File: src/rtl/sid_pkg.sv
// Shared widths, cfg field offsets and scheduler state encoding for the SID filter path.
package sid_pkg;
   localparam int SID_SOUND_W = 18;
   localparam int SID_CFG_W   = 32;

   localparam int FC_LO    = 0;
   localparam int FC_HI    = 8;
   localparam int RES_FILT = 16;
   localparam int MODE_VOL = 24;

   typedef enum logic [2:0] {
      IDLE  = 3'd0,
      LOAD  = 3'd1,
      START = 3'd2,
      WAIT  = 3'd3,
      NEXT  = 3'd4
   } sid_state_t;
endpackage

File: src/rtl/sid_tick_div.sv
// Sample-period divider with a one-deep pending request; pending/overrun update one cycle after the wrap tick.
// No backpressure: a wrap while pending or busy folds into the sticky overrun flag.
module sid_tick_div #(
   parameter int RATE = 1
) (
   input  logic clk,
   input  logic rst_n,
   input  logic i_tick,
   input  logic i_take,
   input  logic i_busy,
   input  logic i_err_clr,
   output logic o_pending,
   output logic o_overrun
);
   localparam int CW = (RATE > 1) ? $clog2(RATE) : 1;

   logic [CW-1:0] r_cnt;
   logic          r_pending;
   logic          r_overrun;
   logic          w_wrap;

   assign w_wrap = i_tick && (r_cnt == CW'(RATE - 1));

   always_ff @(posedge clk) begin
      if (!rst_n) begin
         r_cnt     <= '0;
         r_pending <= 1'b0;
         r_overrun <= 1'b0;
      end else begin
         if (i_tick) r_cnt <= w_wrap ? '0 : r_cnt + 1'b1;
         if (w_wrap) r_pending <= 1'b1;
         else if (i_take) r_pending <= 1'b0;
         // a set event wins over a coincident clear
         if (w_wrap && (r_pending || i_busy)) r_overrun <= 1'b1;
         else if (i_err_clr) r_overrun <= 1'b0;
      end
   end

   assign o_pending = r_pending;
   assign o_overrun = r_overrun;
endmodule

File: src/rtl/sid_filter_sched.sv
// Time-multiplexes one SID filter core over NCH channels, one snapshot-protected pass per channel per period.
// Latency: core_start 3 cycles after the wrap tick; the core itself is never stalled, missing done aborts after TIMEOUT.
module sid_filter_sched
   import sid_pkg::*;
#(
   parameter int NCH     = 2,
   parameter int RATE    = 1,
   parameter int TIMEOUT = 31
) (
   input  logic                       clk,
   input  logic                       rst_n,
   input  logic                       tick,
   input  logic [NCH*SID_CFG_W-1:0]   cfg,
   output logic                       core_start,
   output logic [1:0]                 core_ch,
   output logic [SID_CFG_W-1:0]       core_cfg,
   input  logic                       core_done,
   input  logic [SID_SOUND_W-1:0]     core_sound,
   output logic [NCH*SID_SOUND_W-1:0] sound,
   output logic                       sound_valid,
   output logic                       overrun,
   output logic                       timeout,
   input  logic                       err_clr
);
   localparam int WW = $clog2(TIMEOUT + 1);

   sid_state_t r_state, w_state_nxt;
   logic [1:0]                 r_ch;
   logic [1:0]                 r_core_ch;
   logic [WW-1:0]              r_wait;
   logic [SID_CFG_W-1:0]       r_cfg;
   logic [NCH*SID_SOUND_W-1:0] r_sound;
   logic                       r_timeout;
   logic w_pending, w_take, w_start, w_svld, w_tmo_set, w_tmo_hit, w_last;

   assign w_last    = (r_ch == 2'(NCH - 1));
   assign w_tmo_hit = (r_wait == WW'(TIMEOUT - 1));

   sid_tick_div #(.RATE(RATE)) u_div (
      .clk       (clk),
      .rst_n     (rst_n),
      .i_tick    (tick),
      .i_take    (w_take),
      .i_busy    (r_state != IDLE),
      .i_err_clr (err_clr),
      .o_pending (w_pending),
      .o_overrun (overrun)
   );

   always_ff @(posedge clk) begin
      if (!rst_n) r_state <= IDLE;
      else        r_state <= w_state_nxt;
   end

   always_comb begin
      w_state_nxt = r_state;
      case (r_state)
         IDLE:    if (w_pending) w_state_nxt = LOAD;
         LOAD:    w_state_nxt = START;
         START:   w_state_nxt = WAIT;
         WAIT:    if (core_done || w_tmo_hit) w_state_nxt = NEXT;
         NEXT:    w_state_nxt = w_last ? IDLE : LOAD;
         default: w_state_nxt = IDLE;
      endcase
   end

   always_comb begin
      w_take    = 1'b0;
      w_start   = 1'b0;
      w_svld    = 1'b0;
      w_tmo_set = 1'b0;
      case (r_state)
         IDLE:    w_take    = w_pending;
         START:   w_start   = 1'b1;
         WAIT:    w_tmo_set = !core_done && w_tmo_hit;
         NEXT:    w_svld    = w_last;
         default: ;
      endcase
   end

   // the cfg snapshot is taken only in LOAD so CPU writes cannot tear a pass
   always_ff @(posedge clk) begin
      if (!rst_n) begin
         r_ch      <= '0;
         r_core_ch <= '0;
         r_wait    <= '0;
         r_cfg     <= '0;
         r_sound   <= '0;
         r_timeout <= 1'b0;
      end else begin
         case (r_state)
            IDLE:  r_ch <= '0;
            LOAD: begin
               r_cfg     <= cfg[r_ch*SID_CFG_W +: SID_CFG_W];
               r_core_ch <= r_ch;
            end
            START: r_wait <= '0;
            WAIT: begin
               if (core_done) r_sound[r_ch*SID_SOUND_W +: SID_SOUND_W] <= core_sound;
               else if (!w_tmo_hit) r_wait <= r_wait + 1'b1;
            end
            NEXT:  if (!w_last) r_ch <= r_ch + 2'd1;
            default: ;
         endcase
         if (w_tmo_set) r_timeout <= 1'b1;
         else if (err_clr) r_timeout <= 1'b0;
      end
   end

   assign core_start  = w_start;
   assign core_ch     = r_core_ch;
   assign core_cfg    = r_cfg;
   assign sound       = r_sound;
   assign sound_valid = w_svld;
   assign timeout     = r_timeout;
endmodule

File: config.mk
export PLATFORM = sky130hd
export DESIGN_NAME = sid_filter_sched
export DESIGN_NICKNAME = d
export VERILOG_FILES = /design/src/rtl/sid_pkg.sv /design/src/rtl/sid_tick_div.sv /design/src/rtl/sid_filter_sched.sv
export SDC_FILE = /design/constraint.sdc
export NUM_CORES = 1
export LEC_CHECK = 0
export CAP_MARGIN = 5
export CORE_MARGIN = 1
export CORE_UTILIZATION = 40
export CTS_CLUSTER_DIAMETER = 120
export DETAILED_ROUTE_END_ITERATION = 8
export PLACE_DENSITY = 0.72
export SLEW_MARGIN = 15
export SYNTH_ARGS = -nofsm -noshare
export SYNTH_HDL_FRONTEND = slang
export SYNTH_SLANG_ARGS = --single-unit
File: constraint.sdc
create_clock -name clk -period 3.6 [get_ports clk]
set_clock_uncertainty 0.05 [all_clocks]
set_input_delay 0.54 -clock clk [delete_from_list [all_inputs] [get_ports clk]]
set_output_delay 0.54 -clock clk [all_outputs]
set_load 0.02 [all_outputs]
### Word-level counts from Yosys, hierarchy flattened

Cells that the tools add are included.

* register bits: 84
* output and inout bits: 74
* bits of input ports: 87

* bitwise logic cells: 1
* $mul: 1
* reductions and logical operators: 17
* equality and inequality tests: 11
* mux-type cells: 20
* $add $sub $neg: 4
* shifts and indexed selects: 3

Operators by type and width (count)
* $shiftx A64 B8 Y32: 1
* $bwmux W36: 1
* $shift A18 B34 Y36 const A: 1
* $shiftx A18 B34 Y36: 1
* $neg A7 Y34: 1
* $pmux W3 S5: 1
* $mux W1: 11
* $mux W5: 2
* $pmux W5 S2: 1
* $reduce_bool A2 Y1: 5
* $ne A2 B2 Y1 const B: 4
* $eq A3 B2 Y1 const B: 2
* $mul A2 B4 Y6 const B: 1
* $mux W3: 2
* $reduce_and A2 Y1: 3
* $add A5 B1 Y5 const B: 1
* $eq A5 B5 Y1 const B: 1
* $pmux W2 S2: 1
* $eq A3 B1 Y1 const B: 1
* $eq A3 B3 Y1 const B: 1
* $logic_and A1 B1 Y1: 3
* $logic_not A3 Y1: 1
* $reduce_and A3 Y1: 1
* $reduce_bool A3 Y1: 1
* other kinds (8): 9

### Depth between registers and ports, before layout

Gate-level depths: netlist of run 1.

* word-level depth: 4
* depth in mapped cells: 11

### Modules after synthesis

From an unflattened synthesis of run 1, not the netlist that was laid out.

* cells, all modules: 559
* area total of the unflattened synthesis: 4844.6 µm²

Modules (own cells, without submodules)
* sid_filter_sched: instances 1, seq. area each 1621.6 µm², area each 4720.8 µm², cells each 548
* sid_tick_div: instances 1, seq. area each 60.1 µm², area each 123.9 µm², cells each 11

### Worst setup path after synthesis of run 1

OpenSTA, ideal clock, no wires.

* path kind: register to register
* start: register r_ch[1]
* end: register r_sound[14] (netlist: sound[14])
* setup time: 0.123 ns
* stages on the path, launching flop included: 11
* arrival time: 2.476 ns
* data required time: 3.427 ns
* clock period less this slack: 2.649 ns
* path buffers: 5
* setup slack: 0.951 ns
* path through: dfxtp_1 > clkbuf_1 > clkbuf_1 > inv_1 > ha_1 > buf_4 > buf_2 > buf_4 > mux4_2 > a221oi_1 > nor2_1

* word-level cells in the longest chain between the ends: 4
* elaborated cells between the ends (all ways): 5
* classes of those cells: add/sub (1); mul (1); shift (2); mux (1)

Ends and longest elaborated chain
* start: declaration: RTL line sid_filter_sched.sv:28 `logic [1:0] r_ch;`
* start signal: assignment: RTL line sid_filter_sched.sv:102 `NEXT: if (!w_last) r_ch <= r_ch + 2'd1;`
* $mul A2 B4 Y6 (*): RTL line sid_filter_sched.sv:99 `if (core_done) r_sound[r_ch*SID_SOUND_W +: SID_SOUND_W] <= core_sound;`
* $neg A7 Y34 (*): RTL line sid_filter_sched.sv:99
* $shiftx A18 B34 Y36 or $shift A18 B34 Y36 (tied branches): RTL line sid_filter_sched.sv:99
* $bwmux W36 (*): RTL line sid_filter_sched.sv:99
* end signal: indexed assignment: RTL line sid_filter_sched.sv:99
* end: declaration: RTL line sid_filter_sched.sv:32 `logic [NCH*SID_SOUND_W-1:0] r_sound;`

Every way passes the cells marked *; elsewhere a longest branch is shown, timed or not.
A chain may end at the register's enable or synchronous reset.

### Worst setup path in the final report of run 1

* start: register r_ch[0]
* end: register r_sound[16] (netlist: sound[16])

The elaborated chain is that of the path after synthesis.

==> results of run 1 <==
==> worst max-delay path, delay by kind of cell (launching register included) <==
family          cells  cell delay [ns]
compound gates      2             0.74
fa+ha+maj           1             0.46
buf+inv             1             0.20
flops               1             0.64
simple gates        2             0.79
==> cell type report <==
type | instances | area (sq um) | area share
clock inverter | 5 | 61.3 | 0.00918
multi-input combinational | 402 | 2790 | 0.417
tap | 143 | 179 | 0.0268
clock buffer | 11 | 243 | 0.0364
timing repair buffer | 171 | 1680 | 0.252
inverter | 10 | 37.5 | 0.00562
sequential | 84 | 1690 | 0.252
==> cells in the mapped netlist, drive strengths merged (2+ instances only) <==
cell     number
a2111oi       3
a21oi        54
a221oi        9
a22oi         8
a2bb2oi       2
a31oi         6
a32oi         2
a41o          2
and2          4
and3          8
buf          18
clkbuf       26
dfxtp        84
ha            6
inv           9
mux2          5
mux2i        51
mux4         13
nand2        30
nand2b        8
nand3        15
nand3b        4
nand4         4
nor2         62
nor2b         5
nor3         38
nor3b         4
nor4          4
o2111ai       4
o211a         2
o21a          3
o21ai        20
o22ai         2
or3           4
or3b          2
or4           2
xor2          2
==> where the power goes <==
group / internal (mW) / switching, mW
registers: 0.977 / 0.0354
logic: 0.250 / 0.260
clock network: 0.557 / 0.385
total: 1.78 / 0.681
==> metrics by stage <==
stage	cells	cell area, sq um	power (mW)	utilization
final	826	6680	2.47	0.582
after global routing	826	6680	2.55	0.582
after CTS	826	6670	2.47	0.582
after detailed placement	810	6370	1.54	0.555
after global placement	810	6370	1.53	0.555
after floorplan	540	4740	1.29	-
==> state kept, by name, indices dropped and copies added (netlist names) <==
name	cells
r_wait	5
timeout	1
sound	36
core_ch	2
core_cfg	32
u_div.o_overrun	1
u_div.r_cnt	1
r_ch	2
r_state	3
u_div.o_pending	1
==> how the worst max path moves through the flow <==
stage	from	endpoint	slack, ns	cells past startpoint
after floorplan	r_ch[1]	sound[14]	0.95	10
after global routing	r_ch[0]	sound[16]	0.38	6
after detailed placement	r_ch[0]	sound[16]	0.61	6
after global placement	r_ch[0]	sound[16]	0.58	6
final	r_ch[0]	sound[16]	0.57	6
after CTS	r_ch[0]	sound[16]	0.57	6
==> layer usage <==
layer | part of all wire | global-route usage | wire length, um
met5 | 0 | 0 | 0
met4 | 0.035 | 0.133 | 529
met3 | 0.077 | 0.0651 | 1170
met2 | 0.48 | 0.412 | 7340
met1 | 0.40 | 0.289 | 6150
==> cell families after synthesis <==
| logic type | after synthesis | synth area share |
|---|---|---|
| XOR/XNOR | 2 | 0.00369 |
| buffers and inverters | 54 | 0.0588 |
| flip-flops | 84 | 0.354 |
| AO/OA/AOI/OAI | 125 | 0.168 |
| multiplexers | 69 | 0.181 |
| adder cells (fa/ha/maj) | 6 | 0.0158 |
| AND/OR/NAND/NOR | 200 | 0.218 |
==> metrics.txt, run 1 <==
outcome complete, no violations; Site Rows 39; post-synthesis sequential area ratio 0.354; first-pass GRT wire length 24200 um; RSZ-0062 raised after global routing false; leading cell type in the layout, fill and taps excluded clkdlybuf4s50_1; Initial Utilization 0.414; Worst Hold Path EP sound[1]; Vert. Die Dim 111 um; Critical Path AT 3.18 ns; Final ANT Viol Nets 0; Worst-Margin Slew 0.744 ns; Peak VDD IR 0.000237 V; 1st-pass router iterations 6; max cap viols 0; largest net degree at the start of global routing 65; clock-pin slew on the worst setup and hold paths 0.06 ns; Reg-to-Reg Start r_ch[0]; top post-synthesis cells by area dfxtp_1 35%, mux2i_1 11%, mux4_2 6.2%, a21oi_1 5.7%, nor2_1 4.9%; Crit path required time 3.75 ns; max incr delay on CP 0.64 ns; final hold vios 0; Die ar. 12300 sq um; initial antenna violation count 0; gr ovfl total 0; WHS 0.407 ns; fmax 330 MHz; pins over their slew limit 0; Core Box Area 11500 sq um; DP HPWL 11100 um; Power Dens Cells 369 nW/um^2; prevailing post-synth register cell dfxtp_1; critical path endpoint category register; pre-CTS setup slack 0.605 ns; Synth Net Count 633; Synth area leader dfxtp_1; TritonCTS Buffers 9; Post-CTS Hold Buffers 0; Via density 5.80; Static Leak 2.33 nW; Post-CTS Resized 0; Vias 4792; hold_sp sound[1]; Synth async-reset ratio 0; Final setup viols 0; IO Pins 161; drt wl/cell 18.4 um; yosys warns 0; Gate Count Post-Synth 540; Die X 111 um; CP max FO 32; GPL Wtd Cong 0.909; r2r worst-path depth 6; Cell variety after synth 63; Final nets 771; Synth top area share 0.354; final wirelength 15200 um; Layout fillers 1013; share of layout cells above drive strength 1 0.0820; Post-synth EDFFs 0; drt drc 0; Sink Count 84; latest clock arrival within the worst-skew pair 0.35 ns; RR Endpoint sound[16]; H-tree levels 3; CTS root buffer clkbuf_16; Avg Cell Area, Syn 8.79 sq um; 1st-iter DRT viols 277; PortBufs 160; number of setup buffers added after CTS 0; Rel. slew slack 0.502; Antenna Cells 0; vias in the first global route 4739; crit share post-route 0.842; Reg2Reg Setup Slack 0.57 ns; Fin Setup TNS 0 ns; commonest non-fill, non-tap cells in the layout 160 x clkdlybuf4s50_1, 83 x dfxtp_1, 62 x nor2_1, 54 x a21oi_1, 51 x mux2i_1; worst-path cell with the longest stage delay dfxtp_4; PnR worst setup slack 0.569 ns; Seq cells post-synth 84; crit-path cells inv_2, ha_1, and4bb_1, and3_1, a2111oi_0, a211oi_1; TritonCTS clock tree built; Cell Area, Synth 4740 sq um; Critical Path Source Type register; Hold Crit Class reg -> reg; Clock Path Buffers 2; hold path depth 2; WS Path Type reg -> reg; GR Util All Layers 0.247; Area Growth Syn to Fin 40.7%; Final min period 3.03 ns
Note: power is estimated with default switching activity, not from simulation.
==> run 2: changes to the inputs <==
Clock period 3.6 ns to 3 ns, I/O delays scaled along.
==> metrics.txt, run 2 (synthesized netlist as in run 1, its figures left out) <==
design area 6690 sq um; Power Dens Cells 436 nW/um^2; Crit path required time 2.50 ns; Worst Hold Path EP sound[1]; max cap viols 0; leading cell type in the layout, fill and taps excluded clkdlybuf4s50_1; Antenna Cells 0; Int Pwr 2.09 mW; GR Util All Layers 0.242; Static Leak 2.34 nW; placed insts 811; hold_sp sound[1]; final hold vios 0; Final setup viols 0; Switch Pwr 832 uW; Critical Path Source Type register; area post-placement 6390 sq um; PnR worst setup slack 0.167 ns; H-tree levels 3; Switching Fraction 0.285; Layout fillers 1046; pins over their slew limit 0; Vert. Die Dim 111 um; gr ovfl total 0; RSZ-0062 raised after global routing false; Sink Count 84; largest net degree at the start of global routing 67; total power 2.92 mW; fmax 353 MHz; first-pass GRT wire length 24100 um; worst-path cell with the longest stage delay clkdlybuf4s50_1; Peak VDD IR 0.000298 V; commonest non-fill, non-tap cells in the layout 160 x clkdlybuf4s50_1, 83 x dfxtp_1, 62 x nor2_1, 54 x a21oi_1, 51 x mux2i_1; max FFs per register 36; hold path depth 2; Post-CTS Hold Buffers 0; Rel. slew slack 0.506; non-filler cells, final 827; 1st-pass router iterations 4; drt wl/cell 18.0 um; Via density 5.81; Core Box Area 11500 sq um; Buf+Inv Stages, Crit Path 2; drt drc 0; IO Pins 161; WHS 0.407 ns; Reg2Reg Setup Slack 0.42 ns; Die ar. 12300 sq um; latest clock arrival within the worst-skew pair 0.34 ns; PortBufs 160; Final ANT Viol Nets 0; CP delay by family, top buffers and inverters; CTS root buffer clkbuf_16; max incr delay on CP 0.63 ns; CP Depth 4; WS Path Type reg -> out; Final nets 772; CP startpoint r_ch[0]; Clock Path Buffers 2; 1st-iter DRT viols 246; TritonCTS clock tree built; crit share post-route 0.944; pre-CTS setup slack 0.412 ns; Util after Layout 0.583; Logic pwr share 0.208; Site Rows 39; r2r worst-path depth 6; TritonCTS Buffers 9; Reg-to-Reg Start r_ch[0]; Hold Crit Class reg -> reg; clock power share 0.376; crit-path cells buf_4, ha_2, and3_1, clkdlybuf4s50_1; Final min period 2.83 ns; Initial Utilization 0.414; Fin Setup TNS 0 ns; Die X 111 um; clock-pin slew on the worst setup and hold paths 0.07 ns; GPL Wtd Cong 0.902; Worst-Margin Slew 0.738 ns; RR Endpoint sound[26]; Vias 4808; critical path endpoint category output pin; share of layout cells above drive strength 1 0.0863; Area Growth Syn to Fin 41.0%; Critical Path AT 2.33 ns; initial antenna violation count 0; DP HPWL 11000 um; final wirelength 14900 um; vias in the first global route 4671; sequential share of power 0.416; CP max FO 35; outcome complete, no violations
run 2: worst max path at each step:
stage and endpoint:
2_1_floorplan sound[14], 3_3_place_gp sound_valid, 3_5_place_dp sound[16], 4_1_cts sound_valid, 5_1_grt sound_valid, 6_report sound_valid
run 2: area by class of cell:
class | count | area, sq um | share of cell area
clock buffer | 11 | 253 | 0.0378
clock inverter | 5 | 42.5 | 0.00636
inverter | 10 | 37.5 | 0.00561
multi-input combinational | 402 | 2790 | 0.417
sequential | 84 | 1690 | 0.252
tap | 143 | 179 | 0.0268
timing repair buffer | 172 | 1700 | 0.255
run 2: power groups by stage:
| stage | logic (mW) | registers (mW) | clock network, mW |
|---|---|---|---|
| global placement | 0.597 | 1.23 | 0 |
| global route | 0.658 | 1.22 | 1.16 |
| floorplan | 0.255 | 1.29 | 0 |
| finish | 0.608 | 1.21 | 1.10 |
| detailed placement | 0.604 | 1.24 | 0 |
| CTS | 0.609 | 1.21 | 1.11 |
run 2: timing repair:
| action | in CTS | in global routing |
|---|---|---|
| hold endpoints to repair | 0 | 0 |
| gates resized for setup | 0 | 1 |
| buffers inserted | 0 | 0 |
| setup endpoints to repair | 0 | 1 |
run 2: worst min-delay path, delay by kind of cell (launching register included):
| family | cells | cell delay, ns |
|---|---|---|
| and+or+nand+nor | 1 | 0.05 |
| DFF | 1 | 0.31 |
| AOI/OAI and AO/OA | 1 | 0.05 |
run 2: routing by layer:
| layer | track usage | part of all wire | vias to the layer above |
|---|---|---|---|
| met5 | 0 | 0 | - |
| met3 | 0.0705 | 0.089 | 32 |
| met2 | 0.409 | 0.49 | 225 |
| met1 | 0.285 | 0.39 | 2284 |
| li1 | - | - | 2267 |
| met4 | 0.106 | 0.030 | 0 |
